--- src/rtl/pipe_hazard_ctrl_if.sv ---
// Signal bundle between the pipeline datapath and the stall/flush controller.
// The master is the datapath side. The slave is the controller.
interface pipe_hazard_ctrl_if #(
    parameter int REG_W = 5,
    parameter int CNT_W = 32
);
    logic [REG_W-1:0] id_rs;
    logic [REG_W-1:0] id_rt;
    logic             id_rs_use;
    logic             id_rt_use;
    logic             ex_memread;
    logic [REG_W-1:0] ex_rd;
    logic             ex_branch_taken;
    logic             id_halt;
    logic             go;
    logic             id_md_start;
    logic             md_done;

    logic             pc_hold;
    logic             if_id_hold;
    logic             if_id_clr;
    logic             id_ex_clr;
    logic             halted;
    logic [CNT_W-1:0] stall_cnt;
    logic [CNT_W-1:0] flush_cnt;
    logic [1:0]       dbg_state;

    modport master (
        output id_rs, id_rt, id_rs_use, id_rt_use, ex_memread, ex_rd,
               ex_branch_taken, id_halt, go, id_md_start, md_done,
        input  pc_hold, if_id_hold, if_id_clr, id_ex_clr, halted,
               stall_cnt, flush_cnt, dbg_state
    );

    modport slave (
        input  id_rs, id_rt, id_rs_use, id_rt_use, ex_memread, ex_rd,
               ex_branch_taken, id_halt, go, id_md_start, md_done,
        output pc_hold, if_id_hold, if_id_clr, id_ex_clr, halted,
               stall_cnt, flush_cnt, dbg_state
    );
endinterface

--- src/rtl/pipe_hazard_ctrl.sv ---
// Stall/flush controller for the 5-stage pipeline. It handles load-use, branch, mult/div and halt.
// Define PIPE_HAZARD_CTRL_CNT_EN to build the saturating stall/flush counters. Without it they read 0.
module pipe_hazard_ctrl #(
    parameter int REG_W = 5,
    parameter int CNT_W = 32
) (
    input  logic                 clk,
    input  logic                 rst,
    pipe_hazard_ctrl_if.slave    bus
);
    typedef enum logic [1:0] {
        ST_RUN     = 2'd0,
        ST_MD_WAIT = 2'd1,
        ST_HALT    = 2'd2
    } state_t;

    state_t r_state;
    state_t w_next;
    logic   w_hz;
    logic   w_pc_hold;
    logic   w_if_id_hold;
    logic   w_if_id_clr;
    logic   w_id_ex_clr;
    logic   w_halted;

    assign w_hz = bus.ex_memread && (bus.ex_rd != {REG_W{1'b0}}) &&
                  ((bus.id_rs_use && (bus.id_rs == bus.ex_rd)) ||
                   (bus.id_rt_use && (bus.id_rt == bus.ex_rd)));

    always_ff @(posedge clk or negedge rst) begin
        if (!rst) r_state <= ST_RUN;
        else      r_state <= w_next;
    end

    // A stall holds PC and IF/ID and pushes a bubble into ID/EX. A flush clears both registers.
    always_comb begin
        w_next       = r_state;
        w_pc_hold    = 1'b0;
        w_if_id_hold = 1'b0;
        w_if_id_clr  = 1'b0;
        w_id_ex_clr  = 1'b0;
        w_halted     = 1'b0;
        if (!rst) begin
            w_next      = ST_RUN;
            w_if_id_clr = 1'b1;
            w_id_ex_clr = 1'b1;
        end else begin
            case (r_state)
                ST_RUN: begin
                    if (bus.ex_branch_taken) begin
                        w_if_id_clr = 1'b1;
                        w_id_ex_clr = 1'b1;
                    end else if (w_hz || bus.id_halt || bus.id_md_start) begin
                        w_pc_hold    = 1'b1;
                        w_if_id_hold = 1'b1;
                        w_id_ex_clr  = 1'b1;
                        if (w_hz)             w_next = ST_RUN;
                        else if (bus.id_halt) w_next = ST_HALT;
                        else                  w_next = ST_MD_WAIT;
                    end
                end
                ST_MD_WAIT: begin
                    if (bus.ex_branch_taken) begin
                        w_if_id_clr = 1'b1;
                        w_id_ex_clr = 1'b1;
                        w_next      = ST_RUN;
                    end else if (bus.md_done) begin
                        w_next = ST_RUN;
                    end else begin
                        w_pc_hold    = 1'b1;
                        w_if_id_hold = 1'b1;
                        w_id_ex_clr  = 1'b1;
                    end
                end
                ST_HALT: begin
                    w_halted = 1'b1;
                    if (bus.ex_branch_taken) begin
                        w_if_id_clr = 1'b1;
                        w_id_ex_clr = 1'b1;
                        w_next      = ST_RUN;
                    end else begin
                        w_pc_hold    = 1'b1;
                        w_if_id_hold = 1'b1;
                        w_id_ex_clr  = 1'b1;
                        if (bus.go) w_next = ST_RUN;
                    end
                end
                default: begin
                    w_next = ST_RUN;
                end
            endcase
        end
    end

    assign bus.pc_hold    = w_pc_hold;
    assign bus.if_id_hold = w_if_id_hold;
    assign bus.if_id_clr  = w_if_id_clr;
    assign bus.id_ex_clr  = w_id_ex_clr;
    assign bus.halted     = w_halted;
    assign bus.dbg_state  = r_state;

`ifdef PIPE_HAZARD_CTRL_CNT_EN
    logic [CNT_W-1:0] r_stall_cnt;
    logic [CNT_W-1:0] r_flush_cnt;

    // Both counters stick at all-ones instead of wrapping.
    always_ff @(posedge clk or negedge rst) begin
        if (!rst) begin
            r_stall_cnt <= {CNT_W{1'b0}};
            r_flush_cnt <= {CNT_W{1'b0}};
        end else begin
            if (w_pc_hold && (r_stall_cnt != {CNT_W{1'b1}}))
                r_stall_cnt <= r_stall_cnt + 1'b1;
            if (bus.ex_branch_taken && (r_flush_cnt != {CNT_W{1'b1}}))
                r_flush_cnt <= r_flush_cnt + 1'b1;
        end
    end

    assign bus.stall_cnt = r_stall_cnt;
    assign bus.flush_cnt = r_flush_cnt;
`else
    assign bus.stall_cnt = {CNT_W{1'b0}};
    assign bus.flush_cnt = {CNT_W{1'b0}};
`endif
endmodule

--- src/flat_wrapper.sv ---
// flat-port wrapper written by rule: the top's interface ports become plain ports
module pipe_hazard_ctrl_flat 
#(
    parameter int REG_W = 5,
    parameter int CNT_W = 32
)
  (clk, rst, bus_id_rs, bus_id_rt, bus_id_rs_use, bus_id_rt_use, bus_ex_memread, bus_ex_rd, bus_ex_branch_taken, bus_id_halt, bus_go, bus_id_md_start, bus_md_done, bus_pc_hold, bus_if_id_hold, bus_if_id_clr, bus_id_ex_clr, bus_halted, bus_stall_cnt, bus_flush_cnt, bus_dbg_state);
  pipe_hazard_ctrl_if #(.REG_W(REG_W), .CNT_W(CNT_W)) bus_i ();
  input  logic clk;
  input  logic rst;
  input wire logic [$bits(bus_i.id_rs)-1:0] bus_id_rs;
  input wire logic [$bits(bus_i.id_rt)-1:0] bus_id_rt;
  input wire logic [$bits(bus_i.id_rs_use)-1:0] bus_id_rs_use;
  input wire logic [$bits(bus_i.id_rt_use)-1:0] bus_id_rt_use;
  input wire logic [$bits(bus_i.ex_memread)-1:0] bus_ex_memread;
  input wire logic [$bits(bus_i.ex_rd)-1:0] bus_ex_rd;
  input wire logic [$bits(bus_i.ex_branch_taken)-1:0] bus_ex_branch_taken;
  input wire logic [$bits(bus_i.id_halt)-1:0] bus_id_halt;
  input wire logic [$bits(bus_i.go)-1:0] bus_go;
  input wire logic [$bits(bus_i.id_md_start)-1:0] bus_id_md_start;
  input wire logic [$bits(bus_i.md_done)-1:0] bus_md_done;
  output wire logic [$bits(bus_i.pc_hold)-1:0] bus_pc_hold;
  output wire logic [$bits(bus_i.if_id_hold)-1:0] bus_if_id_hold;
  output wire logic [$bits(bus_i.if_id_clr)-1:0] bus_if_id_clr;
  output wire logic [$bits(bus_i.id_ex_clr)-1:0] bus_id_ex_clr;
  output wire logic [$bits(bus_i.halted)-1:0] bus_halted;
  output wire logic [$bits(bus_i.stall_cnt)-1:0] bus_stall_cnt;
  output wire logic [$bits(bus_i.flush_cnt)-1:0] bus_flush_cnt;
  output wire logic [$bits(bus_i.dbg_state)-1:0] bus_dbg_state;
  assign bus_i.id_rs = bus_id_rs;
  assign bus_i.id_rt = bus_id_rt;
  assign bus_i.id_rs_use = bus_id_rs_use;
  assign bus_i.id_rt_use = bus_id_rt_use;
  assign bus_i.ex_memread = bus_ex_memread;
  assign bus_i.ex_rd = bus_ex_rd;
  assign bus_i.ex_branch_taken = bus_ex_branch_taken;
  assign bus_i.id_halt = bus_id_halt;
  assign bus_i.go = bus_go;
  assign bus_i.id_md_start = bus_id_md_start;
  assign bus_i.md_done = bus_md_done;
  assign bus_pc_hold = bus_i.pc_hold;
  assign bus_if_id_hold = bus_i.if_id_hold;
  assign bus_if_id_clr = bus_i.if_id_clr;
  assign bus_id_ex_clr = bus_i.id_ex_clr;
  assign bus_halted = bus_i.halted;
  assign bus_stall_cnt = bus_i.stall_cnt;
  assign bus_flush_cnt = bus_i.flush_cnt;
  assign bus_dbg_state = bus_i.dbg_state;
  pipe_hazard_ctrl #(.REG_W(REG_W), .CNT_W(CNT_W)) u_core (.clk(clk), .rst(rst), .bus(bus_i));
endmodule
--- config.mk ---
export PLATFORM = sky130hd
export DESIGN_NAME = pipe_hazard_ctrl_flat
export DESIGN_NICKNAME = d
export VERILOG_FILES = /design/src/rtl/pipe_hazard_ctrl_if.sv /design/src/rtl/pipe_hazard_ctrl.sv /design/src/flat_wrapper.sv
export SDC_FILE = /design/constraint.sdc
export NUM_CORES = 1
export LEC_CHECK = 0
export BUFFER_PORTS_ARGS = -buffer_cell sky130_fd_sc_hd__clkbuf_2
export CAP_MARGIN = 15
export CORE_ASPECT_RATIO = 1.4
export CORE_MARGIN = 2
export CORE_UTILIZATION = 31
export DETAILED_ROUTE_END_ITERATION = 16
export HOLD_SLACK_MARGIN = 0.12
export PLACE_DENSITY = 0.78
export SETUP_SLACK_MARGIN = 0.5
export SLEW_MARGIN = 30
export SYNTH_ARGS = -nofsm -noshare
export SYNTH_HDL_FRONTEND = slang
export SYNTH_SLANG_ARGS = --single-unit
--- constraint.sdc ---
create_clock -name clk -period 1.72 [get_ports clk]
set_input_delay 0.344 -clock clk [delete_from_list [all_inputs] [get_ports clk]]
set_output_delay 0.344 -clock clk [all_outputs]
set_load 0.05 [all_outputs]
==> flow_metrics.tcl <==
set metrics [dict create \
    status "complete, but fails checks" \
    violations "negative setup slack" \
    multi_input_area_sq_um 629 \
    netlist_top_cells_count "buf_4 (65), xor2_1 (8), nand3_1 (5)" \
    yosysUniqueCellTypes 26 \
    synth_top_family_by_area "buffers and inverters" \
    crit_buf_inv 3 \
    cp.depth 7 \
    synth.area.mux_share 0 \
    min_path_cells 3 \
    wire_per_inst_um 8.76 \
    largest_reg_flops 2 \
    synth_seq_area_share 0.0593 \
    endpoint_kind "primary output" \
    grt_max_degree 10 \
    hp-class "in2reg" \
    power_density_mw_per_mm2 597 \
    finClkSkew_ns 0.00737 \
    cts_sinks 2 \
    fin_crit_sh 1.17 \
    dr.pass1.iters 4 \
    routabilityCongestion 0.830 \
    ant_nets 0 \
    cts_root_buffer "clkbuf_4" \
    p_total_mw 0.688 \
    grt_pass1_vias 565 \
    yosysTopAreaCell "buf_4" \
    peakVddDrop_mv 0.280 \
    ff2ff_path_depth 5 \
    hpwlAfterDp_mm 1.32 \
    cp_cell_sequence "buf_6, or4_4, o21ai_4, a21oi_2, buf_4, o21a_4, buf_12" \
    synth_xor_area_frac 0.104 \
    fin_hold_ws_ns 0.369 \
    yosys_warnings 0 \
    initial_core_util 0.322 \
    rows 22 \
    drc 0 \
    n_fill_cell 279 \
    seq_area_sq_um 52.6 \
    netlist_instances 112 \
    die_x_um 48.1 \
    vias 696 \
    worstPathArrival_ns 1.66 \
    slew_violations 0 \
    drt_iter0_markers 5 \
    rsz0062_at_grt "true" \
    htreeDepth 1 \
    cts_tree "done" \
    die-area_sq_mm 0.00316 \
    fmax_ghz 0.498 \
    grt_pass1_wl_mm 2.21 \
    grt_use_total 0.101 \
    cts_buffer_depth 2 \
    critical-path-top-delay-family "simple AND/OR/NAND/NOR gates" \
    critPathLaunch "bus_ex_rd[4]" \
    synth_edf_count 0 \
    start_kind "input port" \
    synthFlopType "dfrtp_1" \
    synth-simple-area-share 0.150 \
    drt_wl_total_mm 1.66 \
    final.setup.tns_ns -0.725 \
    critical_path_peak_fanout 3 \
    via_per_inst 3.66 \
    slowest_stage "or4_4" \
    ys_seq_elements 2 \
    hold_viol 0 \
    core_sq_mm 0.00262 \
    finalSetupViolations 3 \
    endpoint "bus_id_ex_clr" \
    diodes 0 \
    synth.cell_area_sq_um 843 \
    required_ns 1.38 \
    antenna_found_initial 0 \
    cts_buffers 3 \
    timing.rr.end "u_core.bus.dbg_state[1]" \
    cap_violations 0 \
    synth.avg_cell_area_sq_um 7.53 \
    min_period_ns 2.01 \
    criticalPathCategory "in2out" \
    fin_nets 181 \
    port_buffers 31 \
    yosysMostFrequentCell "buf_4" \
    synthTopCellsByArea "buf_4 (58%), xor2_1 (8.3%), dfrtp_1 (5.9%), nand3_1 (3.0%), nor4b_1 (2.1%)" \
    leakagePower_nw 0.609 \
    pre_cts_slack_ns -0.367 \
    area_growth_pct 36.6 \
    gr-total-overflow 0 \
    insertion_delay_ns 0.23 \
    ios 96 \
    slowest_delay_ns 0.54 \
    synth_compound_area_frac 0.0875 \
    ys_async_sr_fraction 1.00 \
    synth_top_area_frac 0.579 \
    clk_pin_slew_worst_paths_ns 0.03 \
    drive_gt1_frac 0.416 \
    timing.rr.start "u_core.bus.dbg_state[1]" \
    synthAdderAreaFrac 0 \
    reg2reg_slack_ns 0.29 \
    die_h_um 65.7 \
    worst_slack_ns -0.288 \
]
-- cell families (layout without fill, tap and decap cells) --
kind of cell	count (synthesis)	after routing
compound gates	9	9
xor+xnor	10	10
buf+inv	68	47
flops	2	2
other cells	1	64
simple gates	22	22
-- through the flow --
step | utilization | instances | area (sq um)
global placement | 0.340 | 183 | 888
finish | 0.441 | 190 | 1150
CTS | 0.421 | 190 | 1100
floorplan | - | 175 | 1130
global route | 0.441 | 190 | 1150
detailed placement | 0.340 | 183 | 888
-- layout make-up --
cell class,count,area share
flip-flops and latches,2,0.0456
multi-input cells,105,0.546
inverters,1,0.00326
well taps,36,0.0391
clock buffers,3,0.0195
repair buffers,43,0.346
-- what timing repair did --
item | 4_1_cts | 5_1_grt
hold buffers | 1 | 0
pin swaps | 10 | 1
resized for setup | 27 | 14
endpoints found under the hold margin | 2 | 0
endpoints found under the setup margin | 9 | 9
buffers inserted | 3 | 0
-- layout by cell type (no fill, tap or decap), types with 2 or more instances in the layout --
cell / instances
dfrtp_2: 2
xnor2_1: 2
xor2_2: 2
buf_8: 4
clkbuf_2: 20
nor4_2: 2
nand3_1: 5
clkbuf_16: 3
nand2_4: 3
conb_1: 64
clkbuf_4: 3
buf_4: 7
nor2_1: 3
xor2_1: 6
buf_6: 6
-- power by group --
part	leakage, nW	switching [mW]	internal, mW	total, mW
clock network	0.0138	0.0292	0.0772	0.106
logic	0.571	0.411	0.115	0.526
registers	0.0241	0.00498	0.0507	0.0557
-- layer usage --
| metal | global-route usage | share of wire | vias up |
|---|---|---|---|
| li1 | - | - | 319 |
| met2 | 0.180 | 0.57 | 73 |
| met5 | 0 | 0 | - |
| met4 | 0.0811 | 0.016 | 0 |
| met3 | 0.00275 | 0.13 | 2 |
| met1 | 0.0975 | 0.28 | 302 |
-- worst register-to-register path: stages (launching register included) --
cell,delay (ns)
dfrtp_2,0.44
buf_6,0.14
nor4b_4,0.12
a2111oi_2,0.40
nand3_1,0.14
o22ai_2,0.10
-- worst min-delay path by stage --
stage	from	slack, ns	to
3_3_place_gp	rst	0.25	u_core.bus.dbg_state[0]
5_1_grt	bus_go	0.39	u_core.bus.dbg_state[1]
2_1_floorplan	rst	0.05	u_core.bus.dbg_state[0]
6_report	bus_id_md_start	0.37	u_core.bus.dbg_state[0]
3_5_place_dp	rst	0.25	u_core.bus.dbg_state[0]
4_1_cts	bus_id_md_start	0.37	u_core.bus.dbg_state[0]
No activity file was read; power rests on OpenSTA's default activity.
